### src/rtl/decompose_rx.sv
// rtl/decompose_rx.sv - header-synced 8-byte frame parser splitting payload into high/all/fx fields
// Optional trailing XOR checksum byte enabled by defining CHECKSUM_EN.
module decompose_rx #(
  parameter logic [7:0]  HEADER  = 8'hA5,
  parameter int unsigned TIMEOUT = 50000
) (
  input  logic        sys_clk,
  input  logic        rst_n,
  input  logic [7:0]  rx_data,
  input  logic        rx_valid,
  output logic [63:0] data64,
  output logic [15:0] high_times,
  output logic [15:0] all_times,
  output logic [31:0] fx,
  output logic        frame_valid,
  output logic        frame_err
);

  localparam int unsigned GAP_W = (TIMEOUT > 2) ? $clog2(TIMEOUT) : 1;
  localparam logic [GAP_W-1:0] GAP_MAX = GAP_W'(TIMEOUT - 1);

  typedef enum logic [1:0] {
    S_IDLE    = 2'd0,
    S_PAYLOAD = 2'd1
`ifdef CHECKSUM_EN
    ,
    S_CHECK   = 2'd2
`endif
  } state_t;

  state_t           r_state;
  state_t           w_next_state;
  logic [2:0]       r_cnt;
  logic [63:0]      r_shift;
  logic [GAP_W-1:0] r_gap;
  logic             w_start;
  logic             w_shift;
  logic             w_commit;
  logic             w_err;
  logic             w_timeout;
  logic [63:0]      w_shift_next;
  logic [63:0]      w_commit_data;

`ifdef CHECKSUM_EN
  logic [7:0]       r_xor;
`endif

  assign w_shift_next = {r_shift[55:0], rx_data};
  // Expiry only when no byte arrives on the same cycle; a late byte still wins.
  assign w_timeout = (r_state != S_IDLE) && !rx_valid && (r_gap == GAP_MAX);

`ifdef CHECKSUM_EN
  assign w_commit_data = r_shift;
`else
  assign w_commit_data = w_shift_next;
`endif

  always_ff @(posedge sys_clk or negedge rst_n) begin
    if (!rst_n) begin
      r_state <= S_IDLE;
    end else begin
      r_state <= w_next_state;
    end
  end

  always_comb begin
    w_next_state = r_state;
    w_start      = 1'b0;
    w_shift      = 1'b0;
    w_commit     = 1'b0;
    w_err        = 1'b0;
    case (r_state)
      S_IDLE: begin
        if (rx_valid && (rx_data == HEADER)) begin
          w_next_state = S_PAYLOAD;
          w_start      = 1'b1;
        end
      end
      S_PAYLOAD: begin
        if (rx_valid) begin
          w_shift = 1'b1;
          if (r_cnt == 3'd7) begin
`ifdef CHECKSUM_EN
            w_next_state = S_CHECK;
`else
            w_next_state = S_IDLE;
            w_commit     = 1'b1;
`endif
          end
        end else if (w_timeout) begin
          w_next_state = S_IDLE;
          w_err        = 1'b1;
        end
      end
`ifdef CHECKSUM_EN
      S_CHECK: begin
        if (rx_valid) begin
          w_next_state = S_IDLE;
          if (rx_data == r_xor) begin
            w_commit = 1'b1;
          end else begin
            w_err = 1'b1;
          end
        end else if (w_timeout) begin
          w_next_state = S_IDLE;
          w_err        = 1'b1;
        end
      end
`endif
      default: begin
        w_next_state = S_IDLE;
      end
    endcase
  end

  always_ff @(posedge sys_clk or negedge rst_n) begin
    if (!rst_n) begin
      r_cnt   <= 3'd0;
      r_shift <= 64'd0;
      r_gap   <= '0;
    end else begin
      if (w_start) begin
        r_cnt <= 3'd0;
      end else if (w_shift) begin
        r_cnt <= r_cnt + 3'd1;
      end
      if (w_shift) begin
        r_shift <= w_shift_next;
      end
      if ((r_state == S_IDLE) || rx_valid || w_timeout) begin
        r_gap <= '0;
      end else begin
        r_gap <= r_gap + GAP_W'(1);
      end
    end
  end

`ifdef CHECKSUM_EN
  always_ff @(posedge sys_clk or negedge rst_n) begin
    if (!rst_n) begin
      r_xor <= 8'd0;
    end else if (w_start) begin
      r_xor <= 8'd0;
    end else if (w_shift) begin
      r_xor <= r_xor ^ rx_data;
    end
  end
`endif

  // Outputs change only on a whole good frame; errors leave them untouched.
  always_ff @(posedge sys_clk or negedge rst_n) begin
    if (!rst_n) begin
      data64      <= 64'd0;
      high_times  <= 16'd0;
      all_times   <= 16'd0;
      fx          <= 32'd0;
      frame_valid <= 1'b0;
      frame_err   <= 1'b0;
    end else begin
      frame_valid <= w_commit;
      frame_err   <= w_err;
      if (w_commit) begin
        data64     <= w_commit_data;
        high_times <= w_commit_data[63:48];
        all_times  <= w_commit_data[47:32];
        fx         <= w_commit_data[31:0];
      end
    end
  end

endmodule

### config.mk
export PLATFORM = sky130hd
export DESIGN_NAME = decompose_rx
export DESIGN_NICKNAME = d
export VERILOG_FILES = /design/src/rtl/decompose_rx.sv
export SDC_FILE = /design/constraint.sdc
export NUM_CORES = 1
export LEC_CHECK = 0
export ABC_AREA = 1
export CAP_MARGIN = 25
export CORE_ASPECT_RATIO = 1.5
export CORE_MARGIN = 5
export CORE_UTILIZATION = 45
export DETAILED_ROUTE_END_ITERATION = 8
export PLACE_DENSITY = 0.76
export SETUP_SLACK_MARGIN = 0.3
export SLEW_MARGIN = 40
export SYNTH_ARGS = -nofsm -noshare
export SYNTH_HDL_FRONTEND = slang
export SYNTH_SLANG_ARGS = --single-unit
### constraint.sdc
create_clock -name sys_clk -period 1.5 [get_ports sys_clk]
set_clock_uncertainty 0.1 [all_clocks]
set_input_delay 0.225 -clock sys_clk [delete_from_list [all_inputs] [get_ports sys_clk]]
set_output_delay 0.225 -clock sys_clk [all_outputs]
set_load 0.005 [all_outputs]
==> results of run 1 <==
sequential cells by signal (all words and copies together), names as in the netlist:
signal,flops
data64,64
r_shift,56
r_gap,16
r_cnt,3
frame_err,1
frame_valid,1
r_state,1
through the flow:
stage / std cells / util, % / TNS (ns) / setup WS [ns] / hold WS (ns)
final: 1097 / 77.8 / -2.59 / -0.158 / 0.191
after global routing: 1097 / 77.8 / -5.49 / -0.241 / 0.251
after CTS: 1042 / 65.8 / 0 / 0.0415 / 0.190
after detailed placement: 918 / 55.5 / -14.97 / -0.199 / 0.0673
after global placement: 918 / 55.5 / -10.27 / -0.124 / 0.0660
after floorplan: 677 / - / 0 / 0.0110 / -0.171
report_power, final:
| part | switching, mW | total, mW | leakage, nW | internal [mW] |
|---|---|---|---|---|
| sequential | 0.333 | 4.47 | 1.96 | 4.14 |
| clock | 1.73 | 4.53 | 0.296 | 2.79 |
| combinational | 1.02 | 1.75 | 2.89 | 0.730 |
how the worst max path moves through the flow:
| stage | start | to | cells after the start |
|---|---|---|---|
| 4_1_cts | r_cnt[0] | data64[32] | 6 |
| 3_5_place_dp | rx_valid | data64[15] | 7 |
| 3_3_place_gp | rx_valid | r_cnt[2] | 6 |
| 6_report | r_cnt[0] | data64[32] | 6 |
| 2_1_floorplan | r_gap[0] | r_gap[4] | 9 |
| 5_1_grt | r_cnt[0] | data64[32] | 6 |
worst max-delay path: stages (launching register included):
cell and delay [ns]:
dfrtp_1 0.42, ha_2 0.22, ha_4 0.18, nand2_8 0.13, buf_8 0.18, nand2_1 0.09
o21ai_1 0.21
area by class of cell:
class	instances	area share, %
clock buffer	23	4.66
clock inverter	8	1.22
inverter	74	2.77
multi-input combinational	373	25.0
sequential	142	33.9
tap	162	1.93
timing repair buffer	315	30.4
Yosys cell counts (all sizes together):
cell | count | share of area, %
inv | 73 | 4.5
dfrtp | 142 | 58
a21oi | 1 | 0.081
o21bai | 2 | 0.24
nand3 | 12 | 0.98
buf | 79 | 9.5
xnor2 | 1 | 0.14
clkbuf | 11 | 0.67
or2 | 1 | 0.10
ha | 3 | 0.61
nor2 | 39 | 2.7
nand4 | 7 | 0.71
nand2 | 179 | 11
o21ai | 115 | 9.4
nor3 | 6 | 0.49
xor2 | 5 | 0.71
clkinv | 1 | 0.061
cells in the final DEF (no fill, tap or decap), types with 14 or more instances in the layout:
cell and instances:
dfrtp_1 139, buf_6 114, nand2_1 98, buf_2 77, buf_4 75, inv_1 70
o21ai_2 58, nand2_4 50, o21ai_1 50, clkbuf_16 32, nand2_2 30, nor2_1 15
nor2_4 14
kinds of logic (layout without fill, tap and decap cells):
group | Yosys count | in the layout | synth area share (%)
buf+inv | 164 | 420 | 14.7
xor+xnor | 6 | 6 | 0.855
compound gates | 118 | 118 | 9.69
simple gates | 244 | 246 | 16.3
fa+ha+maj | 3 | 3 | 0.611
flops | 142 | 142 | 57.8
metal layers:
| layer | part of all wire [%] | global-route usage (%) |
|---|---|---|
| met1 | 34 | 24.8 |
| met2 | 54 | 40.3 |
| met3 | 6.1 | 5.61 |
| met4 | 5.6 | 10.3 |
| met5 | 0 | 0 |
repair_timing:
item                                    CTS  global route
pin swaps                                14            16
resized for setup                       651           308
hold endpoints to repair                119             0
setup buffers                            87            35
hold buffers                              1             0
cloned                                    5            20
endpoints found under the setup margin  266           271
==> metrics, run 1 <==
status=complete, but fails checks; failing checks=negative setup slack; Rel. slew slack=63.5%; ant diodes=0; fin crit period=1.66 ns; fmax=603 MHz; post-DR vias/cell=5.55; maximum VDD drop=0.947 mV; DRT Pass-1 Iters=7; largest net degree at the start of global routing=43; RSZ-0062 raised after global routing=yes; post-synthesis cell type count=26; first-pass GRT wire length=28,900 um; Routed WL=24,400 um; Die ar.=16,100 sq um; die width=105 um; RePlAce Congestion=0.829; CP endpoint kind=flop; Initial DRC Count=501; post-synthesis register bit count=142; area grow syn2layout=70.5%; RR Endpoint=data64[32]; TritonCTS Buffers=17; GR Overflow Total=0; final worst slack=-0.158 ns; number of port buffers=140; DP Area=7470 sq um; DRC=0; num rows=52; number of global-route vias before repair=5,756; final slew viol count=0; flop-to-flop setup slack=-0.16 ns; DRT antenna net count=0; Pwr Total=10.8 mW; syn avg cell area=9.08 sq um; Clock Sinks=142; LEAKAGE=5.15 nW; Fin. Hold Viols=0; Post-Syn Instances=677; register area=3560 sq um; initial antenna violation count=0; worst hold path type=in -> async; final setup fails=63; Slew @ Worst Pin=0.546 ns; Avg WL per Cell=22.2 um; total number of vias=6,086; CP startpoint kind=flop; share of cells above drive strength 1=55.8%; CORE AREA=13,500 sq um; Die H=153 um; Clock Path Buffers=2; Crit Path Class=reg -> reg; DPL Wire Length=9930 um; CTS clock-pin slew for the worst setup and hold paths=0.06 ns; # IOs=141; fillcell total=736; area of the multi-input gates=2620 sq um; Power Dens Cells=1030 nW/um^2; Syn Nets=691; All-Layer GR Usage=22.5%; # Max-Cap Violations=0; R2R depth=6; fin area=10,500 sq um; htree depth=4; yosys warns=0; initial core utilization=45.6%; root buf cell=clkbuf_16; reg2reg start=r_cnt[0]; nets@finish=937; final period utilization=111%; area of the mapped netlist=6150 sq um; Data required, critical path=1.70 ns; register area share after synthesis=57.8%; CTS tree=yes; CP Max Fanout=18; Worst-Skew Late Latency=0.43 ns; CP arrival=1.86 ns
Power figures use the tool's default switching activity.
==> run 2: changes to the inputs <==
REMOVE_ABC_BUFFERS = 1   (was not set)
==> run 2 against run 1 <==
The flow still finishes with violations (negative setup slack). Sequential power is 3% lower. Wire length is 26% lower. Critical path type unchanged. Register-to-register slack gained 0.12 ns.
==> metrics, run 2 (synthesized netlist as in run 1, its figures left out) <==
die width=105 um (unchanged); fin crit period=1.53 ns (was 1.66 ns); Die ar.=16,100 sq um (unchanged); CP startpoint kind=flop (unchanged); fin area=9410 sq um (was 10,500 sq um); final worst slack=-0.0347 ns (was -0.158 ns); initial antenna violation count=0 (unchanged); commonest non-fill, non-tap cell in the layout=dfrtp_1 (unchanged); fin util=69.8% (was 77.8%); status=complete, but fails checks (unchanged); WL met3=1060 um (was 1480 um); root buf cell=clkbuf_16 (unchanged); top sig layer=met4 (unchanged); area grow syn2layout=53.0% (was 70.5%); CP arrival=1.74 ns (was 1.86 ns); # IOs=141 (unchanged); switch share=24.1% (was 28.7%); # Max-Cap Violations=0 (unchanged); RePlAce Congestion=0.872 (was 0.829); Die H=153 um (unchanged); DPL Wire Length=8870 um (was 9930 um); CP endpoint kind=flop (unchanged); final period utilization=102% (was 111%); CORE AREA=13,500 sq um (unchanged); Data required, critical path=1.70 ns (about the same); Top reg by flops=data64 (unchanged); most frequent cells in the layout=dfrtp_1 (142), nand2_1 (135), buf_6 (101) (was dfrtp_1 (139), buf_6 (114), nand2_1 (98)); max reg flops=64 (unchanged); Clk pwr share=46.2% (was 42.1%); Worst-Skew Late Latency=0.42 ns (was 0.43 ns); Fin. Hold Viols=0 (unchanged); Pwr Total=9.78 mW (was 10.8 mW); DRT Pass-1 Iters=5 (was 7); Avg WL per Cell=16.8 um (was 22.2 um); htree depth=4 (unchanged); CTS clock-pin slew for the worst setup and hold paths=0.06 ns (about the same); Power Dens Cells=1040 nW/um^2 (was 1030 nW/um^2); internal power=7.42 mW (was 7.66 mW); DR WL met2=9560 um (was 13,100 um); maximum VDD drop=0.678 mV (was 0.947 mV); ant diodes=0 (unchanged); Rel. slew slack=71.1% (was 63.5%); GR Overflow Total=0 (unchanged); CTS tree=yes (unchanged); DRT antenna net count=0 (unchanged); nets@finish=911 (was 937); Clock Sinks=142 (unchanged); Slew @ Worst Pin=0.433 ns (was 0.546 ns); Initial DRC Count=293 (was 501); DP Area=7490 sq um (was 7470 sq um); share of cells above drive strength 1=44.0% (was 55.8%); Clock Path Buffers=2 (unchanged); Routed WL=18,000 um (was 24,400 um); final setup fails=1 (was 63); post-DR vias/cell=5.06 (was 5.55); Switch Pwr=2.36 mW (was 3.09 mW); total number of vias=5,423 (was 6,086); part of the power in combinational logic=9.7% (was 16.3%); fmax=652 MHz (was 603 MHz); setup TNS=-0.0347 ns (was -2.59 ns); fillcell total=891 (was 736); initial core utilization=45.6% (unchanged); failing checks=negative setup slack (unchanged); first-pass GRT wire length=25,800 um (was 28,900 um); final slew viol count=0 (unchanged); TritonCTS Buffers=17 (unchanged); biggest regs=data64 (64), r_shift (56), r_gap (16) (unchanged); largest net degree at the start of global routing=56 (was 43); M1 WL=6820 um (was 8400 um); RSZ-0062 raised after global routing=yes (unchanged); LEAKAGE=4.77 nW (was 5.15 nW); num rows=52 (unchanged); All-Layer GR Usage=19.8% (was 22.5%); Crit Path Class=reg -> reg (unchanged); number of port buffers=140 (unchanged); sequential share of power=44.2% (was 41.6%); worst hold path type=in -> reg (was in -> async); CP Max Fanout=20 (was 18); number of global-route vias before repair=5,292 (was 5,756); DRC=0 (unchanged)
run 2: changes by cell type in the layout (fill, tap and decap cells not counted), sizes merged:
cell / change
buf: -18
clkbuf: -11
clkinv: +4
inv: -2
bufinv: +1
clkdlybuf4s50: -1
dlymetal6s2s: +1
run 2: final timing paths:
check | from | to | slack, ns | cells after the start
worst max register to register | r_cnt[0] | data64[46] | -0.03 | 6
worst max-delay path | r_cnt[0] | data64[46] | -0.03 | 6
min in group asynchronous | rst_n | r_shift[7] | 0.16 | 2
max in group asynchronous | rst_n | data64[60] | 0.53 | 3
worst min register to register | r_shift[25] | r_shift[25] | 0.38 | 2
worst min-delay path | rx_valid | frame_err | 0.04 | 2
run 2: repair_timing:
item                                    4_1_cts  5_1_grt
endpoints found under the setup margin      216      262
cloned                                        2        8
gates resized for setup                     636      130
hold endpoints to repair                    142        0
hold buffers                                  1        0
pin swaps                                     7       13
setup buffers                                85       21
run 2: routing by layer:
layer  vias to the layer above  track usage (%)
met2                       237             34.9
met1                      2638             22.9
met4                         0             7.25
li1                       2505                -
met5                         -                0
met3                        43             5.06
run 2: layout make-up:
| type | instances | area [sq um] | area share (%) |
|---|---|---|---|
| clock buffer | 20 | 467 | 4.96 |
| sequential | 142 | 3550 | 37.8 |
| inverter | 74 | 283 | 3.01 |
| timing repair buffer | 289 | 2670 | 28.4 |
| multi-input combinational | 373 | 2060 | 21.9 |
| tap | 162 | 203 | 2.16 |
| clock inverter | 11 | 164 | 1.74 |
run 2: power by group through the flow:
| stage | combinational [mW] | clock, mW | sequential, mW |
|---|---|---|---|
| 5_1_grt | 1.09 | 4.77 | 4.35 |
| 3_5_place_dp | 0.775 | 0 | 4.37 |
| 4_1_cts | 0.827 | 4.53 | 4.31 |
| 2_1_floorplan | 0.438 | 0 | 4.33 |
| 3_3_place_gp | 0.758 | 0 | 4.35 |
| 6_report | 0.945 | 4.51 | 4.32 |
run 2: per-stage QoR:
| step | hold slack [ns] | instances | worst slack, ns |
|---|---|---|---|
| after floorplan | -0.171 | 587 | -1.76 |
| after global placement | 0.0308 | 923 | -0.105 |
| after detailed placement | 0.0313 | 923 | -0.138 |
| after CTS | 0.163 | 1042 | 0.0394 |
| after global routing | 0.0314 | 1071 | -0.126 |
| final | 0.0377 | 1071 | -0.0347 |
run 2: critical path: stages, from the launching register on:
cell     delay (ns)
dfrtp_1        0.39
ha_2           0.20
ha_4           0.19
nand2_4        0.17
buf_12         0.17
nand2_1        0.07
o21ai_0        0.13
==> edit 1, RTL diff (flow settings as in run 1) <==
The parameter `TIMEOUT` goes from 50000 to 100000.
--- a/src/rtl/decompose_rx.sv
+++ b/src/rtl/decompose_rx.sv
@@ -2,7 +2,7 @@
 // Optional trailing XOR checksum byte enabled by defining CHECKSUM_EN.
 module decompose_rx #(
   parameter logic [7:0]  HEADER  = 8'hA5,
-  parameter int unsigned TIMEOUT = 50000
+  parameter int unsigned TIMEOUT = 100000
 ) (
   input  logic        sys_clk,
   input  logic        rst_n,
Check against the original RTL: same outputs for any inputs over 10 cycles, from zero or initial values and one cycle with rst_n low; that may be too few to reach the edited logic, so the function may still have changed.
==> edit 1 against run 1 <==
- the run still ends with setup timing left
- synthesized area grew 2.7%
- setup slack gained 0.011 ns
- wire length grew 3.3%
- power shrank 4.0%
- sequential cell count grew 1
- final area grew 2.2%
- critical path type unchanged
- largest power group is now registers
==> edit 1: results (changes against run 1) <==
Parameter                              Value

Run status
  Run status    finished with violations
  Violations in the final reports    setup timing

Yosys
  Synthesized netlist net count    695 (+0.58%)
  Synthesized area per cell    9.27 µm² (+2.1%)
  Dominant register cell in the synthesized netlist    dfrtp_1
  Unique cell type count in the Yosys netlist    27 (+3.8%)
  Post-synthesis sequential area ratio    56.7% (-1.1 points)
  Top cells by area in the synthesized netlist    dfrtp_1 57%, nand2_1 11%, buf_4 7.6%, o21ai_0 4.4%, inv_1 4.3%
  Number of synthesis warnings    0 (unchanged)
  EDFF count, synth    0 (unchanged)
  Synth top cells by count    178 x nand2_1, 143 x dfrtp_1, 72 x inv_1

Timing
  Final sum of negative setup slack    -4.93 ns (-2.35 ns)
  Fin worst setup slack    -0.147 ns (+0.0105 ns)
  Number of setup violations in the final report    67 (+6.3%)
  Relative slew slack    74.1% (+11 points)
  Number of endpoints with negative hold slack in the final report    0 (unchanged)

Setup path
  Path depth of the worst reg2reg path    7 (+1)
  Largest driver fanout on the critical path    6 (-12)
  Crit path to    data64[17]

Routing
  Wirelength, routed    25.2 mm (+3.3%)
  Detailed-route via count    6,141 (+0.90%)
  Initial DRT Pass Iterations    5 (-2)
  DRC violation total after the first TritonRoute iteration    409 (-18%)

Global route
  Wire length of the first global-routing pass    27.2 mm (-5.9%)
  Number of antenna violations at the first check in global routing    0 (unchanged)
  Largest net degree at the start of global routing    44 (+2.3%)
  Global-route total usage across every layer    21.0% (-1.5 points)
  Number of global-route vias before repair    5,385 (-6.4%)

Place
  Final Wtd Congestion    0.824 (-0.51%)
  Placed cell count    925 (+0.76%)
  HPWL Detailed    9.58 mm (-3.5%)

Clock network
  Number of buffers on the longest clock path    2 (unchanged)
  Count of H-tree levels built during CTS    4 (unchanged)
  Clock transition at the register clock pins on the worst setup and hold paths after CTS    0.07 ns
  Clk_lat worst skew    0.43 ns (about the same)
  Cell at the root of the clock tree    clkbuf_16
  CTS Buf Count    17 (unchanged)

Cells and area
  Ratio of cells with drive above 1 in the final layout    59.1% (+3.3 points)
  Antenna fix cells    0 (unchanged)
  Non-filler cells, final    1,109 (+1.1%)
  # nets final    945 (+0.85%)
  Largest registers    data64 (64), r_shift (56), r_gap (17)

Power
  Leakage component of the power    5.26 nW (+2.2%)
  Switching share of total power    30.2% (+1.5 points)
  Maximum VDD drop    954 µV (+0.72%)

Min path
  Worst min path class    primary input to flip-flop
==> edit 1: cell types whose count changed after synthesis, sizes merged <==
cell,run 1,this run
xnor2,1,2
clkinv,1,0
nand2,179,183
nand4,7,6
inv,73,74
buf,79,80
clkbuf,11,10
nor2,39,41
dfrtp,142,143
nor3,6,3
==> edit 1: final cells by class <==
cell class	count	area, µm²
clock buffer	23	458
clock inverter	9	86.3
fill	764	3210
inverter	74	297
multi-input combinational	377	2780
sequential	143	3580
tap	165	206
timing repair buffer	318	3310
==> edit 1: worst min-delay path by stage <==
stage / startpoint / to / slack [ns] / depth (start not counted)
after floorplan: rst_n / data64[0] / -0.17 / 0
after global placement: rst_n / r_shift[13] / 0.04 / 1
after detailed placement: rst_n / data64[13] / 0.05 / 1
after CTS: rst_n / data64[13] / 0.17 / 2
after global routing: rx_valid / frame_err / 0.15 / 3
final: rx_valid / frame_err / 0.13 / 3
==> edit 1: critical path: stages (launching register included) <==
cell and delay, ns:
dfrtp_1 0.40, ha_2 0.22, ha_4 0.23, buf_12 0.13
nand2_8 0.10, clkbuf_16 0.20, nand2_1 0.10, o21ai_2 0.07
==> edit 1: power groups by stage <==
| stage | clock [mW] | sequential (mW) | combinational [mW] |
|---|---|---|---|
| 6_report | 4.09 | 4.50 | 1.73 |
| 3_3_place_gp | 0 | 4.38 | 0.811 |
| 2_1_floorplan | 0 | 4.35 | 0.515 |
| 4_1_cts | 3.96 | 4.33 | 0.893 |
| 5_1_grt | 4.25 | 4.52 | 1.83 |
| 3_5_place_dp | 0 | 4.39 | 0.846 |
==> edit 1: kinds of logic (layout without fill, tap and decap cells) <==
kind of cell	Yosys count	after routing	synth area share, %
adder cells (fa/ha/maj)	3	3	0.594
XOR/XNOR	7	7	0.971
flip-flops	143	143	56.7
AO/OA/AOI/OAI	118	118	11.0
buffers and inverters	164	424	14.9
AND/OR/NAND/NOR	246	249	15.9
==> edit 1: what timing repair did <==
item / in CTS / in global routing
resized for setup: 644 / 326
endpoints found under the setup margin: 253 / 273
pin swaps: 2 / 18
buffers inserted: 85 / 36
hold endpoints to repair: 143 / 0
hold buffers: 1 / 0
gates cloned: 7 / 23
==> edit 1: per-stage QoR <==
stage | worst slack, ns | cell area [µm²]
after detailed placement | -0.126 | 7620
after global placement | -0.0992 | 7620
after global routing | -0.143 | 10700
after CTS | 0.0609 | 8920
after floorplan | 0.107 | 6380
final | -0.147 | 10700
==> edit 1: layer usage <==
| metal | global-route usage (%) | part of all wire (%) |
|---|---|---|
| met3 | 4.28 | 7.1 |
| met4 | 9.81 | 6.8 |
| met1 | 23.6 | 32 |
| met2 | 37.9 | 54 |
| met5 | 0 | 0 |
==> edit 2, RTL diff (flow settings as in run 1) <==
Without the edit above. Put one more register stage on the output `high_times`. The value now appears one clock later. The other outputs are not delayed to match.
--- a/src/rtl/decompose_rx.sv
+++ b/src/rtl/decompose_rx.sv
@@ -27,6 +27,8 @@
     S_CHECK   = 2'd2
 `endif
   } state_t;
+
+  logic [15:0] high_times_s0;
 
   state_t           r_state;
   state_t           w_next_state;
@@ -151,7 +153,7 @@
   always_ff @(posedge sys_clk or negedge rst_n) begin
     if (!rst_n) begin
       data64      <= 64'd0;
-      high_times  <= 16'd0;
+      high_times_s0 <= 16'd0;
       all_times   <= 16'd0;
       fx          <= 32'd0;
       frame_valid <= 1'b0;
@@ -161,12 +163,16 @@
       frame_err   <= w_err;
       if (w_commit) begin
         data64     <= w_commit_data;
-        high_times <= w_commit_data[63:48];
+        high_times_s0 <= w_commit_data[63:48];
         all_times  <= w_commit_data[47:32];
         fx         <= w_commit_data[31:0];
       end
     end
   end
 
+  always_ff @(posedge sys_clk) begin
+    high_times <= high_times_s0;
+  end
+
 endmodule
 
Check against the original RTL: not equivalent (a bounded check fails within 10 cycles, from zero or initial values and one cycle with rst_n low).
==> edit 2 against run 1 <==
- the flow still finishes with violations (setup timing)
- wire length decreased by 0.61%
- die area up 3.0%
- final area is 2.5% higher
- sequential cell count is 16 higher
- synthesized area up 3.3%
- setup slack better by 0.051 ns
- synthesized cell count stayed put
- first-iteration DRC count rose by 12%
- power up 3.3%
- critical endpoint is now data64[11]
==> edit 2: results (changes against run 1) <==
Parameter                              Value

Die
  Placeable core region    13,900 µm² (+3.4%)

Cells and area
  Ratio of cells with drive above 1 in the final layout    59.1% (+3.2 points)
  CLK BUF    20 (-13%)
  Count of non-CTS buffers in the layout    305 (-3.2%)
  # nets final    944 (+0.75%)
  Share of final layout cell area taken by non-clock buffers    27.8% (-2.7 points)
  Final core utilization    77.1% (-0.67 points)
  Fill cell count    739 (+0.41%)
  Non-clock inverter instance count of the final layout    75 (+1.4%)
  Largest registers    data64 (64), r_shift (56)
  Clock buffers and inverters, area share    5.64% (-0.24 points)
  Area of the multi-input gates    2770 µm² (+5.5%)

Yosys
  Post-synthesis sequential area ratio    61.0% (+3.2 points)
  Asr flop ratio synth    89.9% (-10 points)
  Unique cell type count in the Yosys netlist    27 (+3.8%)

Place
  Final Wtd Congestion    0.860 (+3.8%)
  Instance area at placement    7820 µm² (+4.7%)
  HPWL Detailed    9.56 mm (-3.6%)
  Pre-CTS setup slack    -0.149 ns (+0.0501 ns)
  Placed cell count    934 (+1.7%)

Timing
  Relative slew slack    62.7% (-0.80 points)
  Worst hold slack    0.159 ns (-0.0320 ns)
  Number of setup violations in the final report    4 (-94%)
  Fin worst setup slack    -0.107 ns (+0.0505 ns)
  Final sum of negative setup slack    -0.121 ns (+2.47 ns)

Setup path
  Capture point of the worst reg-to-reg path    data64[11]
  Largest driver fanout on the critical path    6 (-12)
  Arrival time at the worst endpoint    1.83 ns (-0.03 ns)

Global route
  Number of global-route vias before repair    5,265 (-8.5%)
  Met3 demand-to-capacity share in global routing    4.15% (-1.5 points)
  Wire length of the first global-routing pass    26.9 mm (-6.9%)
  Global-route total usage across every layer    20.5% (-2.0 points)
  Global Route met2 Usage    37.9% (-2.4 points)

Run status
  Run status    finished with violations
  Violations in the final reports    setup timing

Routing
  Ratio of routed vias to standard cells    5.51 (-0.62%)
  DRC violation total after the first TritonRoute iteration    559 (+12%)
  Initial DRT Pass Iterations    5 (-2)

Power
  Leakage component of the power    5.35 nW (+4.0%)
  Maximum VDD drop    900 µV (-5.0%)

Clock network
  CTS Sinks    158 (+11%)
## edit 2: changes by cell type in the layout (fill, tap and decap cells not counted), moves of 3 or more
cell	delta
o21ai_2	+23
buf_4	+7
buf_6	-42
nor2_1	+4
dfxtp_1	+14
clkbuf_16	+4
nand2_2	+12
o21ai_4	-3
nand2_4	+13
buf_2	+21
clkinv_4	+4
o21ai_1	-18
nand2_1	-25
nor2_4	-4
## edit 2: kinds of logic after synthesis
family	after synthesis	synth area share, %
xor gates and xnor gates	6	0.828
adders and majority gates	3	0.591
DFF	158	61.0
and+or+nand+nor	244	15.8
buffers and inverters	148	12.4
AOI/OAI and AO/OA	118	9.38
## edit 2: what timing repair did
action	in CTS	in global routing
setup endpoints to repair	217	256
hold buffers	1	0
setup buffers	73	36
endpoints found under the hold margin	142	0
pin swaps	14	34
gates resized for setup	615	333
gates cloned	6	26
## edit 2: critical path, stage by stage, from the launching register on
cell	delay, ns
dfrtp_1	0.37
ha_2	0.20
ha_4	0.16
nand2_8	0.09
buf_12	0.16
buf_8	0.13
o21ai_1	0.27
## edit 2: power breakdown
part / leakage (nW) / internal (mW) / switching [mW]
sequential: 2.10 / 4.56 / 0.298
clock: 0.294 / 2.59 / 1.96
combinational: 2.96 / 0.730 / 0.978
total: 5.35 / 7.88 / 3.23
## edit 2: how the worst min path moves through the flow
stage                     start         end
after floorplan           rst_n   data64[0]
after global placement    rst_n   data64[0]
after detailed placement  rst_n   data64[0]
after CTS                 rst_n   data64[0]
after global routing      rst_n  data64[10]
final                     rst_n  data64[11]
## edit 2: per-layer routing
layer,wire length [µm],vias up
met5,0,-
met4,1480,0
met3,1510,117
met2,13100,343
met1,8160,3048
li1,-,2601
